<file path="src/rtl/rf_pkg.sv">
// ============================================================================
// Package  : rf_pkg
// Brief    : Shared widths, types and helpers for the multi-port register file.
// Revision : 1.0 - initial release
// ============================================================================
`default_nettype none

package rf_pkg;

    localparam int RF_XLEN  = 32;
    localparam int RF_NREGS = 32;
    localparam int RF_AW    = $clog2(RF_NREGS);

    typedef logic [RF_AW-1:0]   rf_addr_t;
    typedef logic [RF_XLEN-1:0] rf_data_t;

    // Address width for a register count; a two-entry file still needs one bit.
    function automatic int rf_addr_width(input int nregs);
        return (nregs > 2) ? $clog2(nregs) : 1;
    endfunction

endpackage

`default_nettype wire

</file>
<file path="src/rtl/rf_scoreboard.sv">
// ============================================================================
// Module   : rf_scoreboard
// Brief    : Per-register busy bits for pending long-latency writes.
// Revision : 1.0 - initial release
// ============================================================================
`default_nettype none

module rf_scoreboard
    import rf_pkg::*;
#(
    parameter  int NREGS  = RF_NREGS,
    parameter  int NUM_WR = 1,
    localparam int AW     = rf_addr_width(NREGS)
) (
    input  logic                 clk,
    input  logic                 rst_n,
    input  logic                 set_valid_i,
    input  logic [AW-1:0]        set_addr_i,
    input  logic [NUM_WR-1:0]    wr_en_i,
    input  logic [NUM_WR*AW-1:0] wr_addr_i,
    input  logic                 flush_i,
    output logic [NREGS-1:0]     busy_o
);

    logic [NREGS-1:0] busy_q;
    logic [NREGS-1:0] busy_d;
    logic [NREGS-1:0] set_vec;
    logic [NREGS-1:0] clr_vec;

    // A new producer supersedes a retiring one; a squash overrides everything.
    always_comb begin
        set_vec = '0;
        clr_vec = '0;
        if (set_valid_i) begin
            set_vec[set_addr_i] = 1'b1;
        end
        for (int i = 0; i < NUM_WR; i++) begin
            if (wr_en_i[i]) begin
                clr_vec[wr_addr_i[i*AW +: AW]] = 1'b1;
            end
        end
        busy_d = (busy_q & ~clr_vec) | set_vec;
        if (flush_i) begin
            busy_d = '0;
        end
        busy_d[0] = 1'b0;
    end

    always_ff @(posedge clk or negedge rst_n) begin
        if (!rst_n) begin
            busy_q <= '0;
        end else begin
            busy_q <= busy_d;
        end
    end

    assign busy_o = busy_q;

endmodule

`default_nettype wire

</file>
<file path="src/rtl/regfile_mp.sv">
// ============================================================================
// Module   : regfile_mp
// Brief    : Multi-port integer register file with write bypass and scoreboard.
// Revision : 1.0 - initial release
// ============================================================================
`default_nettype none

module regfile_mp
    import rf_pkg::*;
#(
    parameter  int XLEN   = RF_XLEN,
    parameter  int NREGS  = RF_NREGS,
    parameter  int NUM_RD = 2,
    parameter  int NUM_WR = 1,
    parameter  int BYPASS = 1,
    localparam int AW     = rf_addr_width(NREGS)
) (
    input  logic                   clk,
    input  logic                   rst_n,
    input  logic [NUM_RD*AW-1:0]   rd_addr_i,
    output logic [NUM_RD*XLEN-1:0] rd_data_o,
    output logic [NUM_RD-1:0]      rd_busy_o,
    input  logic [NUM_WR-1:0]      wr_en_i,
    input  logic [NUM_WR*AW-1:0]   wr_addr_i,
    input  logic [NUM_WR*XLEN-1:0] wr_data_i,
    input  logic                   iss_valid_i,
    input  logic [AW-1:0]          iss_rd_i,
    input  logic                   flush_i,
    output logic                   stall_o
);

    localparam bit USE_BYPASS = (BYPASS != 0);

    logic [XLEN-1:0]  rf_view [NREGS];
    logic [NREGS-1:0] busy;

    rf_scoreboard #(
        .NREGS  (NREGS),
        .NUM_WR (NUM_WR)
    ) u_scoreboard (
        .clk         (clk),
        .rst_n       (rst_n),
        .set_valid_i (iss_valid_i),
        .set_addr_i  (iss_rd_i),
        .wr_en_i     (wr_en_i),
        .wr_addr_i   (wr_addr_i),
        .flush_i     (flush_i),
        .busy_o      (busy)
    );

    for (genvar r = 0; r < NREGS; r++) begin : g_reg
        if (r == 0) begin : g_zero
            assign rf_view[r] = '0;
        end else begin : g_store
            logic [XLEN-1:0] data_q;
            logic [XLEN-1:0] data_d;

            // Ascending scan so the highest-index write port wins a conflict.
            always_comb begin
                data_d = data_q;
                for (int i = 0; i < NUM_WR; i++) begin
                    if (wr_en_i[i] && (wr_addr_i[i*AW +: AW] == AW'(r))) begin
                        data_d = wr_data_i[i*XLEN +: XLEN];
                    end
                end
            end

            always_ff @(posedge clk or negedge rst_n) begin
                if (!rst_n) begin
                    data_q <= '0;
                end else begin
                    data_q <= data_d;
                end
            end

            assign rf_view[r] = data_q;
        end
    end

    for (genvar j = 0; j < NUM_RD; j++) begin : g_rd
        logic [AW-1:0]   addr;
        logic [XLEN-1:0] fwd_data;
        logic            fwd_hit;

        assign addr = rd_addr_i[j*AW +: AW];

        always_comb begin
            fwd_hit  = 1'b0;
            fwd_data = '0;
            for (int i = 0; i < NUM_WR; i++) begin
                if (wr_en_i[i] && (wr_addr_i[i*AW +: AW] == addr) && (addr != '0)) begin
                    fwd_hit  = 1'b1;
                    fwd_data = wr_data_i[i*XLEN +: XLEN];
                end
            end
        end

        // Data landing this cycle resolves the hazard only when it is forwarded.
        assign rd_data_o[j*XLEN +: XLEN] = (USE_BYPASS && fwd_hit) ? fwd_data : rf_view[addr];
        assign rd_busy_o[j]              = busy[addr] && !(USE_BYPASS && fwd_hit);
    end

    always_comb begin
        stall_o = 1'b0;
        for (int j = 0; j < NUM_RD; j++) begin
            if (rd_busy_o[j] && (rd_addr_i[j*AW +: AW] != '0)) begin
                stall_o = 1'b1;
            end
        end
    end

endmodule

`default_nettype wire

</file>
<file path="config.mk">
export PLATFORM = sky130hd
export DESIGN_NAME = regfile_mp
export DESIGN_NICKNAME = d
export VERILOG_FILES = /design/src/rtl/rf_pkg.sv /design/src/rtl/rf_scoreboard.sv /design/src/rtl/regfile_mp.sv
export SDC_FILE = /design/constraint.sdc
export NUM_CORES = 2
export LEC_CHECK = 0
export BUFFER_PORTS_ARGS = -buffer_cell sky130_fd_sc_hd__buf_2
export CAP_MARGIN = 25
export CELL_PAD_IN_SITES_DETAIL_PLACEMENT = 0
export CELL_PAD_IN_SITES_GLOBAL_PLACEMENT = 2
export CORE_MARGIN = 1.5
export CORE_UTILIZATION = 34
export DETAILED_ROUTE_END_ITERATION = 7
export GPL_ROUTABILITY_DRIVEN = 0
export PLACE_DENSITY_LB_ADDON = 0.25
export SLEW_MARGIN = 20
export SYNTH_ARGS = -nofsm -noshare
export SYNTH_HDL_FRONTEND = slang
export SYNTH_SLANG_ARGS = --single-unit
</file>
<file path="constraint.sdc">
create_clock -name clk -period 1.74 [get_ports clk]
set_clock_uncertainty 0.05 [all_clocks]
set_input_delay 0 -clock clk [delete_from_list [all_inputs] [get_ports clk]]
set_output_delay 0 -clock clk [all_outputs]
set_load 0.05 [all_outputs]
</file>
# Word-level counts from Yosys, hierarchy flattened
# Cells that the tools add are included.
# W data, S select, Z words.
# word_totals
ff_bits	1023
in_bits	57
word_cells	148
out_inout_bits	67
# classes
n_eq_ne	33
n_reduce_logical	45
muxes	25
order_cmp	8
bitwise_logic	5
# op_table
operator	n
$mux W32	11
$bmux W32 S5	2
$eq A5 B5 Y1 const B	16
$logic_and A1 B1 Y1	41
$eq A5 B4 Y1 const B	8
$and A32 B32 Y32	1
$not A32 Y32	1
$or A32 B32 Y32	1
$lt A5 B6 Y1 const B	4
$eq A5 B3 Y1 const B	4
$ge A6 B6 Y1 const B	2
$not A5 Y6	2
$bmux W1 S5	2
$demux W1 S5	2
$eq A5 B2 Y1 const B	2
$eq A5 B5 Y1	2
$ge A5 B1 Y1 const B	2
$reduce_bool A5 Y1	2
$mux W1	8
$eq A5 B1 Y1 const B	1
$logic_not A1 Y1	2

# Longest topological paths before layout
# depth
word_depth	9
depth_mapped	9

# Modules after synthesis
# From an unflattened synthesis, not the netlist that was laid out.
# hier_totals
cells_unflattened	3982
area_unflattened_um2	55570.8
# by_module_without_submodules
mod	n_inst	area_per_inst_um2	cells_per_inst	seq_area_each_um2
regfile_mp	1	54055.6	3826	24823.8
rf_scoreboard	1	1515.2	156	775.7

# Worst setup path before layout
# No wires, ideal clock.
# synth_path
path_kind	in2out
from	input port rd_addr_i[5]
to	output port rd_data_o[63]
n_path_buf	5
slack_ps	-693
stages	9
t_arrival_ps	2383
cell_sequence	buf_2 -> buf_2 -> buf_4 -> buf_2 -> buf_2 -> o21ai_0 -> a21oi_1 -> o31ai_1 -> o31ai_1
# synth_between
elab_chain_len	5
elab_cells_between_ends	11
classes_between	1 x eq/ne; 6 x mux; 1 x bitwise; 3 x reduce/logical
# synth_lines
item	line_no	source
start, declared	regfile_mp.sv:20	input logic [NUM_RD*AW-1:0] rd_addr_i,
$not A5 Y6 (implied by the code) or $eq A5 B5 Y1 (tied branches)	regfile_mp.sv:99, regfile_mp.sv:91	
$bmux W32 S5 or $logic_and A1 B1 Y1 (tied branches)	regfile_mp.sv:99, regfile_mp.sv:91	
$mux W32 (implied by the code) or $logic_and A1 B1 Y1 (tied branches)	regfile_mp.sv:99, regfile_mp.sv:91	
$mux W32 (implied by the code), or another cell as far along	regfile_mp.sv:99	assign rd_data_o[j*XLEN +: XLEN] = (USE_BYPASS && fwd_hit) ? fwd_data : rf_view[addr];
$mux W32 *	regfile_mp.sv:99	
end, declared	regfile_mp.sv:21	output logic [NUM_RD*XLEN-1:0] rd_data_o,
# Every way passes the cells marked *; elsewhere a longest branch is shown, timed or not. The select of a mux whose other input is x is not followed.

# Worst setup path after layout
# layout_path
from	register g_reg[6].g_store.data_q[18]
to	output port rd_data_o[18]
# layout_between
elab_chain_len	4
# layout_lines
item	line_no	source
start, declared	regfile_mp.sv:55	logic [XLEN-1:0] data_q;
start signal, assigned	regfile_mp.sv:72	data_q <= data_d;
$bmux W32 S5	regfile_mp.sv:99	
$mux W32 (implied by the code) (2 in series)	regfile_mp.sv:99	
$mux W32	regfile_mp.sv:99	
# No other way between the ends. The select of a mux whose other input is x is not followed.

==> results.md <==
- Status: finished, violations left
- Violated checks: setup timing
- Num CTS Buffers: 120
- First-pass GRT wire length: 298000 um
- WP data arrival: 2.77 ns
- Crit. path cell count: 7
- Layout Cells excl Fill: 6790
- Die height: 407 um
- Root Driver: clkbuf_16
- Gate Count Post-Synth: 3867
- RSZ-0062 raised after global routing: yes
- Final setup fails: 67
- Post-route ant nets: 0
- Initial DRC count: 2642
- GRT Residual Overflow: 0
- CP top delay family: compound AO/OA/AOI/OAI gates
- Post-Route Setup TNS: -58.77 ns
- Reg2Reg Depth: 4
- Initial core utilization: 34.2%
- GRT Total Usage: 24.7%
- Crit path max-delay cell type: dfrtp_1
- Min Clock Period, post-route: 2.82 ns
- Placement Setup Slack: -0.996 ns
- Post-synth cell types: 55
- Die X: 407 um
- CTS clk-pin slew, worst paths: 0.06 ns
- Register-to-register setup slack: 0.33 ns
- Top FF cell, synth: dfrtp_1
- Ys async rst share: 100%
- Post-DR vias/cell: 5.74
- Mapped Avg Cell Area: 14.4 um2
- Fin crit share: 162%
- Post-Syn Area: 55500 um2
- Post-synthesis register bit count: 1023
- CP max FO: 2
- Final Worst Setup Slack: -1.08 ns
- Syn_nets: 3924
- Initial DRT Pass Iterations: 5
- Clk_lat worst skew: 0.73 ns
- CTS tree: done
- Crit-path max cell delay: 0.39 ns
- Post-layout nets: 4568
- Critical setup path kind: reg2out
- Placement Cell Area: 66300 um2
- Startpoint Class: flip-flop
- Final Util: 44.6%
- Final WL: 204000 um
- Via count: 39000
- Area grow syn2layout: 30.6%
- Register area share after synthesis: 46.1%
- Max-Cap Viols: 0
- DR WL/cell: 30.0 um
- Die Area: 166000 um2
- Fin area: 72500 um2
- Worst vdd ir: 0.000837 V
- Layout cells sized above 1: 61.3%
- Slew Viols, Final: 0
- Worst Tran Pin Value: 1.00 ns
- Fmax: 0.354 GHz
- Worst hold path type: in2async
- Initial antenna violation count: 8
- # IOs: 124
- Pwr/cell area: 1080 nW/um2
- Number of global-route vias before repair: 41100
- Lkg Pwr: 31.2 nW
- Critical path endpoint category: output port
- H-Tree Depth: 3
- Drt drc: 0
- DP Cell Count: 6510
- I/O Buffers: 123
- Relative slew slack: 33.0%
- Final-report hold violation count: 0
- Largest net degree at the start of global routing: 83
- Number of synthesized flops with an enable pin: 0
- Critical-path cell list: mux2_4, a221o_1, a221oi_2, nor4_1, buf_4, a221o_2, buf_12
- CTS Sinks: 1023
- Core Area: 162000 um2
- CP required: 1.69 ns
- DP Wirelength: 134000 um
- Core Rows: 148
- Number of synthesis warnings: 0
- CTS max path bufs: 3
- CP bufs+invs: 2
[stage by stage]
step	total power, mW	hold WS (ns)
floorplan	43.2	-0.346
global placement	50.2	-0.0884
detailed placement	50.6	-0.0862
CTS	78.6	0.00820
global route	81.6	0.0491
finish	78.1	0.0454
[layout by cell type, fill, tap and decap left out, types with 14 or more instances in the layout]
cell type,count
a22oi_2,62
clkinv_2,27
o22ai_1,28
a22oi_1,21
buf_4,577
clkbuf_16,122
mux2_4,22
a21oi_2,14
a221o_2,31
a221oi_2,37
buf_8,19
o21ai_4,29
nor2_4,16
nor4_1,17
mux4_2,431
buf_12,204
clkbuf_1,21
mux2_1,136
a31oi_1,32
dfrtp_1,1023
dlygate4sd3_1,54
a221o_1,58
o31ai_2,19
a211oi_1,19
mux2_2,957
clkbuf_8,29
mux2i_1,42
nor2b_1,34
nand2_2,14
a221oi_1,20
a21oi_1,34
buf_6,55
nor2_1,79
nand2_1,87
buf_2,45
[final timing paths]
kind,startpoint,end
worst min-delay path,rst_n,g_reg[17].g_store.data_q[28]
min in group clk,wr_addr_i[1],u_scoreboard.busy_o[8]
worst max-delay path,g_reg[6].g_store.data_q[18],rd_data_o[18]
worst min register to register,g_reg[28].g_store.data_q[20],g_reg[28].g_store.data_q[20]
max in group asynchronous,rst_n,g_reg[15].g_store.data_q[20]
worst max register to register,u_scoreboard.busy_o[21],u_scoreboard.busy_o[21]
[cells in the mapped netlist (38+ instances only)]
library cell  instances  area [um2]
dfrtp_1            1023       25600
mux2i_1              43         430
a21oi_1              48         240
a221oi_1             43         377
nand2_1             102         383
mux4_2              431        9710
a221o_1              89         891
clkbuf_1            236         886
nor2b_1              40         250
o21ai_0              38         190
mux2_1              156        1760
a22oi_1              83         623
mux2_2              958       10800
nor2_1              105         394
buf_2               132         661
buf_1                53         199
[power breakdown]
group,switching (mW),total (mW),internal (mW),leakage [nW]
Clock,10.9,26.6,15.7,2.06
Sequential,3.06,31.4,28.3,13.1
Combinational,8.36,20.1,11.7,16.1
[cell type report]
class                   count  area (um2)
fillers                 14600       89900
multi-input cells        2402       29800
flip-flops and latches   1023       25600
repair buffers            958       10200
clock buffers             170        3480
well taps                2175        2720
clock inverters            53         697
inverters                   6        30.0
diodes                      3        7.51
[flip-flops by register name, summed over array words and instances (netlist names)]
register,count
u_scoreboard.busy_o,31
g.g_store.data_q,992
[timing repair]
item,in CTS,in global routing
setup endpoints to repair,67,131
pin swaps,121,70
resized for setup,267,70
hold buffers,57,0
buffers inserted,13,19
cloned,0,2
hold endpoints to repair,2043,0
[routing by layer]
| layer | part of all wire (%) | vias up | global-route usage [%] |
|---|---|---|---|
| met5 | 0.0064 | - | 0 |
| met4 | 2.4 | 2 | 5.94 |
| met3 | 4.8 | 272 | 3.29 |
| met2 | 47 | 1037 | 39.7 |
| met1 | 46 | 21200 | 35.3 |
| li1 | - | 16400 | - |
[worst register-to-register path: cells and delay by family, from the launching register on]
family | cells | cell delay, ns
flops | 1 | 0.37
compound gates | 2 | 0.17
buf+inv | 2 | 0.71
[cell families (layout without fill, tap and decap cells)]
family	Yosys count	after routing	share of synthesized area (%)
other cells	0	3	0
xor+xnor	10	10	0.158
compound gates	472	472	6.58
buf+inv	442	1187	3.44
mux	1589	1589	40.9
flops	1023	1023	46.1
simple gates	331	331	2.83
(Power assumes the default switching activity.)
